==> src/rtl/stage3_execute.sv <==
// Execute stage: ALU, branch comparator and EX/MEM pipeline register.
// Define STAGE3_MUL_EN to make ALU op 11 an iterative shift-add multiply (else op 11 is XOR).
module stage3_execute #(
    parameter int DW    = 32,
    parameter int AW    = 8,
    parameter int MUL_N = 32
) (
    input  logic          clk,
    input  logic          rst,
    input  logic          valid_in,
    input  logic          flush,
    input  logic [DW-1:0] s1_in,
    input  logic [DW-1:0] s2_in,
    input  logic [3:0]    D_in,
    input  logic [AW-1:0] address_in,
    input  logic          RegWrite_in,
    input  logic          RegInsrc_in,
    input  logic          DataRead_in,
    input  logic          DataWrite_in,
    input  logic          JumpSrc_in,
    input  logic [1:0]    ALU_control_in,
    input  logic [1:0]    comparator_control_in,
    input  logic          isSub_in,
    output logic          stall_out,
    output logic          valid_out,
    output logic [DW-1:0] result_out,
    output logic [DW-1:0] store_data_out,
    output logic [3:0]    D_out,
    output logic [AW-1:0] address_out,
    output logic          RegWrite_out,
    output logic          RegInsrc_out,
    output logic          DataRead_out,
    output logic          DataWrite_out,
    output logic          branch_taken,
    output logic [AW-1:0] branch_target
);

    if (MUL_N != DW) begin : g_mul_n_check
        $error("stage3_execute: MUL_N must equal DW");
    end

    logic [DW-1:0] alu_res;
    logic          cond;
    logic [3:0]    in_ctl;

    assign in_ctl = {RegWrite_in, RegInsrc_in, DataRead_in, DataWrite_in};

    always_comb begin
        alu_res = '0;
        case (ALU_control_in)
            2'b00:   alu_res = isSub_in ? (s1_in - s2_in) : (s1_in + s2_in);
            2'b01:   alu_res = s1_in & s2_in;
            2'b10:   alu_res = s1_in | s2_in;
            default: alu_res = s1_in ^ s2_in;
        endcase
    end

    always_comb begin
        cond = 1'b0;
        case (comparator_control_in)
            2'b00:   cond = (s1_in == s2_in);
            2'b01:   cond = (s1_in != s2_in);
            2'b10:   cond = ($signed(s1_in) > $signed(s2_in));
            default: cond = ($signed(s1_in) < $signed(s2_in));
        endcase
    end

    // Next EX/MEM contents; take=0 loads a bubble and leaves the data fields untouched.
    logic          take;
    logic [DW-1:0] n_result;
    logic [DW-1:0] n_store;
    logic [3:0]    n_d;
    logic [AW-1:0] n_addr;
    logic [3:0]    n_ctl;
    logic          n_br;

`ifdef STAGE3_MUL_EN
    // state  | meaning
    // S_IDLE | single-cycle ops flow through; ALU 11 starts a multiply
    // S_BUSY | one shift-add step per cycle, upstream stalled, bubbles issued
    // S_DONE | product written to EX/MEM, upstream released
    typedef enum logic [1:0] {S_IDLE, S_BUSY, S_DONE} state_t;
    localparam int CW = $clog2(MUL_N);

    state_t        state;
    logic [CW-1:0] cnt;
    logic [DW-1:0] mul_a;
    logic [DW-1:0] mul_b;
    logic [DW-1:0] acc;
    logic [DW-1:0] l_s1;
    logic [3:0]    l_d;
    logic [AW-1:0] l_addr;
    logic [3:0]    l_ctl;
    logic          l_br;
    logic          start;

    assign start     = (state == S_IDLE) & valid_in & ~flush & (ALU_control_in == 2'b11);
    assign stall_out = start | (state == S_BUSY);

    always_ff @(posedge clk or posedge rst) begin
        if (rst) begin
            state  <= S_IDLE;
            cnt    <= '0;
            mul_a  <= '0;
            mul_b  <= '0;
            acc    <= '0;
            l_s1   <= '0;
            l_d    <= '0;
            l_addr <= '0;
            l_ctl  <= '0;
            l_br   <= 1'b0;
        end else begin
            case (state)
                S_IDLE: begin
                    if (start) begin
                        state  <= S_BUSY;
                        cnt    <= '0;
                        mul_a  <= s1_in;
                        mul_b  <= s2_in;
                        acc    <= '0;
                        l_s1   <= s1_in;
                        l_d    <= D_in;
                        l_addr <= address_in;
                        l_ctl  <= in_ctl;
                        l_br   <= JumpSrc_in & cond;
                    end
                end
                S_BUSY: begin
                    if (flush) begin
                        state <= S_IDLE;
                    end else begin
                        if (mul_b[0]) acc <= acc + mul_a;
                        mul_a <= mul_a << 1;
                        mul_b <= mul_b >> 1;
                        cnt   <= cnt + 1'b1;
                        if (cnt == CW'(MUL_N - 1)) state <= S_DONE;
                    end
                end
                S_DONE:  state <= S_IDLE;
                default: state <= S_IDLE;
            endcase
        end
    end

    always_comb begin
        take     = 1'b0;
        n_result = alu_res;
        n_store  = s1_in;
        n_d      = D_in;
        n_addr   = address_in;
        n_ctl    = in_ctl;
        n_br     = JumpSrc_in & cond;
        case (state)
            S_IDLE: take = valid_in & ~flush & (ALU_control_in != 2'b11);
            S_DONE: begin
                take     = ~flush;
                n_result = acc;
                n_store  = l_s1;
                n_d      = l_d;
                n_addr   = l_addr;
                n_ctl    = l_ctl;
                n_br     = l_br;
            end
            default: take = 1'b0;
        endcase
    end
`else
    assign stall_out = 1'b0;

    always_comb begin
        take     = valid_in & ~flush;
        n_result = alu_res;
        n_store  = s1_in;
        n_d      = D_in;
        n_addr   = address_in;
        n_ctl    = in_ctl;
        n_br     = JumpSrc_in & cond;
    end
`endif

    always_ff @(posedge clk or posedge rst) begin
        if (rst) begin
            valid_out      <= 1'b0;
            result_out     <= '0;
            store_data_out <= '0;
            D_out          <= '0;
            address_out    <= '0;
            RegWrite_out   <= 1'b0;
            RegInsrc_out   <= 1'b0;
            DataRead_out   <= 1'b0;
            DataWrite_out  <= 1'b0;
            branch_taken   <= 1'b0;
            branch_target  <= '0;
        end else begin
            valid_out <= take;
            {RegWrite_out, RegInsrc_out, DataRead_out, DataWrite_out} <= take ? n_ctl : 4'b0000;
            branch_taken <= take & n_br;
            if (take) begin
                result_out     <= n_result;
                store_data_out <= n_store;
                D_out          <= n_d;
                address_out    <= n_addr;
                branch_target  <= n_addr;
            end
        end
    end

endmodule

==> config.mk <==
export PLATFORM = sky130hd
export DESIGN_NAME = stage3_execute
export DESIGN_NICKNAME = d
export VERILOG_FILES = /design/src/rtl/stage3_execute.sv
export SDC_FILE = /design/constraint.sdc
export NUM_CORES = 1
export LEC_CHECK = 0
export BUFFER_PORTS_ARGS = -buffer_cell sky130_fd_sc_hd__buf_2
export CAP_MARGIN = 5
export CELL_PAD_IN_SITES_DETAIL_PLACEMENT = 1
export CELL_PAD_IN_SITES_GLOBAL_PLACEMENT = 2
export CORE_MARGIN = 2
export CORE_UTILIZATION = 34
export CTS_CLUSTER_SIZE = 30
export DETAILED_ROUTE_END_ITERATION = 6
export PLACE_DENSITY = 0.95
export RECOVER_POWER = 25
export SLEW_MARGIN = 25
export SYNTH_ARGS = -nofsm -noshare
export SYNTH_HDL_FRONTEND = slang
export SYNTH_SLANG_ARGS = --single-unit
==> constraint.sdc <==
create_clock -name clk -period 6.9 [get_ports clk]
set_input_delay 0.345 -clock clk [delete_from_list [all_inputs] [get_ports clk]]
set_output_delay 0.345 -clock clk [all_outputs]
set_load 0.05 [all_outputs]
==> results_dict.tcl <==
set metrics [dict create \
    status "finished, violations left" \
    failed_checks "capacitance limit, slew limit" \
    detailedPlacementHpwl_mm 20.69 \
    min_period_over_period_pct 56.44 \
    boundaryPins 181 \
    cp_common_cell "o21ai_0" \
    maxCapViolCount 2 \
    yosysUniqueCellTypes 72 \
    die-area_mm2 0.02459 \
    die_w_um 156.8 \
    hold_path_class "in -> reg" \
    worst_path_largest_cell_delay_ns 1.36 \
    critPathMaxFanout 44 \
    grt_util_met3_pct 3.185 \
    netlist_area_mm2 0.007940 \
    fill_cells 2895 \
    drt-initial-drc-count 475 \
    worst_pin_slew_ns 1.846 \
    drcViolationCount 0 \
    netlist_top_cells_count "139 x nand2_1, 103 x inv_1, 96 x ha_1" \
    cts_max_path_buffers 2 \
    vias 7963 \
    core-area_mm2 0.02278 \
    cts_buffers 9 \
    track_usage_pct 22.33 \
    synth_area_leaders "dfrtp_1 26%, ha_1 15%, nand2_1 6.6%, o21ai_0 5.6%, a21oi_1 5.3%" \
    synth_edf_count 0 \
    grt_max_degree 78 \
    wire_per_inst_um 18.49 \
    worstPathRequired_ns 7.18 \
    synth-compound-area-share_pct 24.68 \
    gr-usage-met2_pct 37.20 \
    comb_power_share_pct 44.3 \
    grt_pass1_vias 8073 \
    post_cts_resized 0 \
    switchingPower_w 0.0009402 \
    critPathArrivalTime_ns 4.17 \
    fin_total_pwr_w 0.001998 \
    ys_async_sr_fraction_pct 100.0 \
    syn_inst 1036 \
    area_growth_pct 16.33 \
    fin_ws_ns 3.005 \
    use_met1_pct 30.31 \
    port-buffer-count 179 \
    slew_headroom_pct -23.10 \
    critPathBufInv 3 \
    yosysTopAreaCell "dfrtp_1" \
    pwr-share-seq_pct 29.3 \
    drtPass1Iterations 7 \
    power_frac_clock_pct 26.5 \
    intPower_w 0.001057 \
    r2r-end "result_out[14]" \
    critical_path_class "in -> reg" \
    synth_top_family_by_area "compound AO/OA/AOI/OAI gates" \
    syn_avg_cell_area_um2 7.664 \
    swShare_pct 47.07 \
    antenna_found_initial 0 \
    cts.clk_slew.worst_paths_ns 0.08 \
    htree_levels 3 \
    worstReg2RegStart "result_out[14]" \
    crit_family "buffers and inverters" \
    setup_viol_count_final 0 \
    drv_slew 78 \
    place.gp.congestion 0.8968 \
    synth_xor_area_share_pct 2.758 \
    layout.nets 1351 \
    synthFlopType "dfrtp_1" \
    cts_root_buffer "clkbuf_16" \
    grt_pass1_wl_mm 43.52 \
    drive_above_1_share_pct 17.04 \
    syn_nets 1224 \
    yosysSeqAreaShare_pct 25.84 \
    wl_mm 27.38 \
    diodes 0 \
    r2r_cells 4 \
    hold_start "address_in[3]" \
    rows 55 \
    yosys_warnings 0 \
    synth_fa_ha_area_share_pct 15.63 \
    crit_path_start_kind "input port" \
    r2r_slack_ns 5.93 \
    yosysTopAreaCellShare_pct 25.84 \
    cts_tree "yes" \
    hold_viol 0 \
    synthSimpleGateAreaFrac_pct 17.51 \
    fmax_mhz 256.8 \
    period_minus_slack_ns 3.895 \
    synth.most_common_cell "nand2_1" \
    preCtsSetupSlack_ns 3.380 \
    die_height_um 156.8 \
    rsz0062_at_grt "false" \
    clock-sinks 82 \
    ys_ff_latch 82 \
    postCtsHoldBufs 0 \
    vdd_drop_max_v 0.0001054 \
    grt_overflow 0 \
    synthMuxAreaShare_pct 4.507 \
    finClkSkew_ns 0 \
    tns_ns 0 \
    cp_num_cells 8 \
    path_cells "buf_2, nand2b_1, clkinv_1, clkbuf_1, nand2_1, o21ai_0, a31oi_1, o21ai_0" \
    cts_setup_buffers 0 \
    ant_nets 0 \
    worstHoldPathCells 3 \
    powerDensity_mw_per_mm2 216.3 \
    routed_via_density 5.377 \
    clkLatencyLatePin_ns 0.35 \
    busiest_layer "met2" \
    hold_end "branch_target[3]" \
    start_util_pct 34.86 \
    p_leak_nw 4.568 \
    crit_path_end_kind "flip-flop" \
    cp_slowest_cell "clkbuf_1" \
]
[final cells by class]
type,count,area (µm²),area share [%]
clock inverter,7,78.83,0.8534
inverter,108,406.6,4.403
sequential,82,2052,22.22
tap,313,391.6,4.240
timing repair buffer,185,910.9,9.862
multi-input combinational,777,5171,55.99
clock buffer,9,225.2,2.438
[logic make-up (layout without fill, tap and decap cells)]
group | Yosys count | in the layout
xor gates and xnor gates | 25 | 25
buffers and inverters | 177 | 309
DFF | 82 | 82
other | 1 | 1
adders and majority gates | 98 | 98
and+or+nand+nor | 313 | 313
muxes | 28 | 28
AOI/OAI and AO/OA | 312 | 312
[cells in the final DEF, fill, tap and decap left out, types with 22 or more instances in the layout]
master and instances:
inv_1 102, a21oi_1 84, ha_1 96, nand2_1 139
o21ai_0 89, nor2_1 80, dfrtp_1 82, xnor2_1 24
clkbuf_1 22, buf_2 158
[stage by stage]
step / std cells / util [%] / hold slack (ns) / area [µm²]
after global placement: 1465 / 39.38 / 0.4045 / 8970
after global routing: 1481 / 40.55 / 0.1768 / 9236
after CTS: 1481 / 40.71 / 0.01631 / 9274
after floorplan: 1036 / - / 0.4311 / 7940
final: 1481 / 40.55 / 0.1692 / 9236
after detailed placement: 1465 / 39.38 / 0.4110 / 8970
[worst reg2reg max path: stages (launching register included)]
cell and delay (ns):
dfrtp_1 0.39, nand2_1 0.07, o21ai_0 0.13, a31oi_1 0.15, o21ai_0 0.10
[sequential cells by signal, summed over array words and instances, names as in the netlist]
register        cells
branch_target       8
D_out               4
RegWrite_out        1
valid_out           1
DataRead_out        1
result_out         32
branch_taken        1
store_data_out     32
DataWrite_out       1
RegInsrc_out        1
[worst max path at each step]
stage / from / end / slack, ns
after global placement: s1_in[0] / result_out[20] / 3.40
after detailed placement: s1_in[0] / result_out[22] / 3.38
final: flush / result_out[14] / 3.01
after floorplan: s1_in[0] / result_out[18] / 4.14
after global routing: flush / result_out[15] / 2.45
after CTS: s1_in[0] / result_out[20] / 3.76
[power groups by stage]
stage	Sequential (W)	Combinational, W	Clock [W]
2_1_floorplan	0.000830	0.000413	0
3_5_place_dp	0.000594	0.000886	0
5_1_grt	0.000594	0.000957	0.000557
3_3_place_gp	0.000592	0.000871	0
6_report	0.000584	0.000884	0.000529
4_1_cts	0.000585	0.000890	0.000540
[layer usage]
layer	routed length [µm]	part of all wire [%]
met1	12900	47
met3	1273	4.6
met2	12750	47
met4	454	1.7
met5	0	0
No activity file was read; power rests on OpenSTA's default activity.
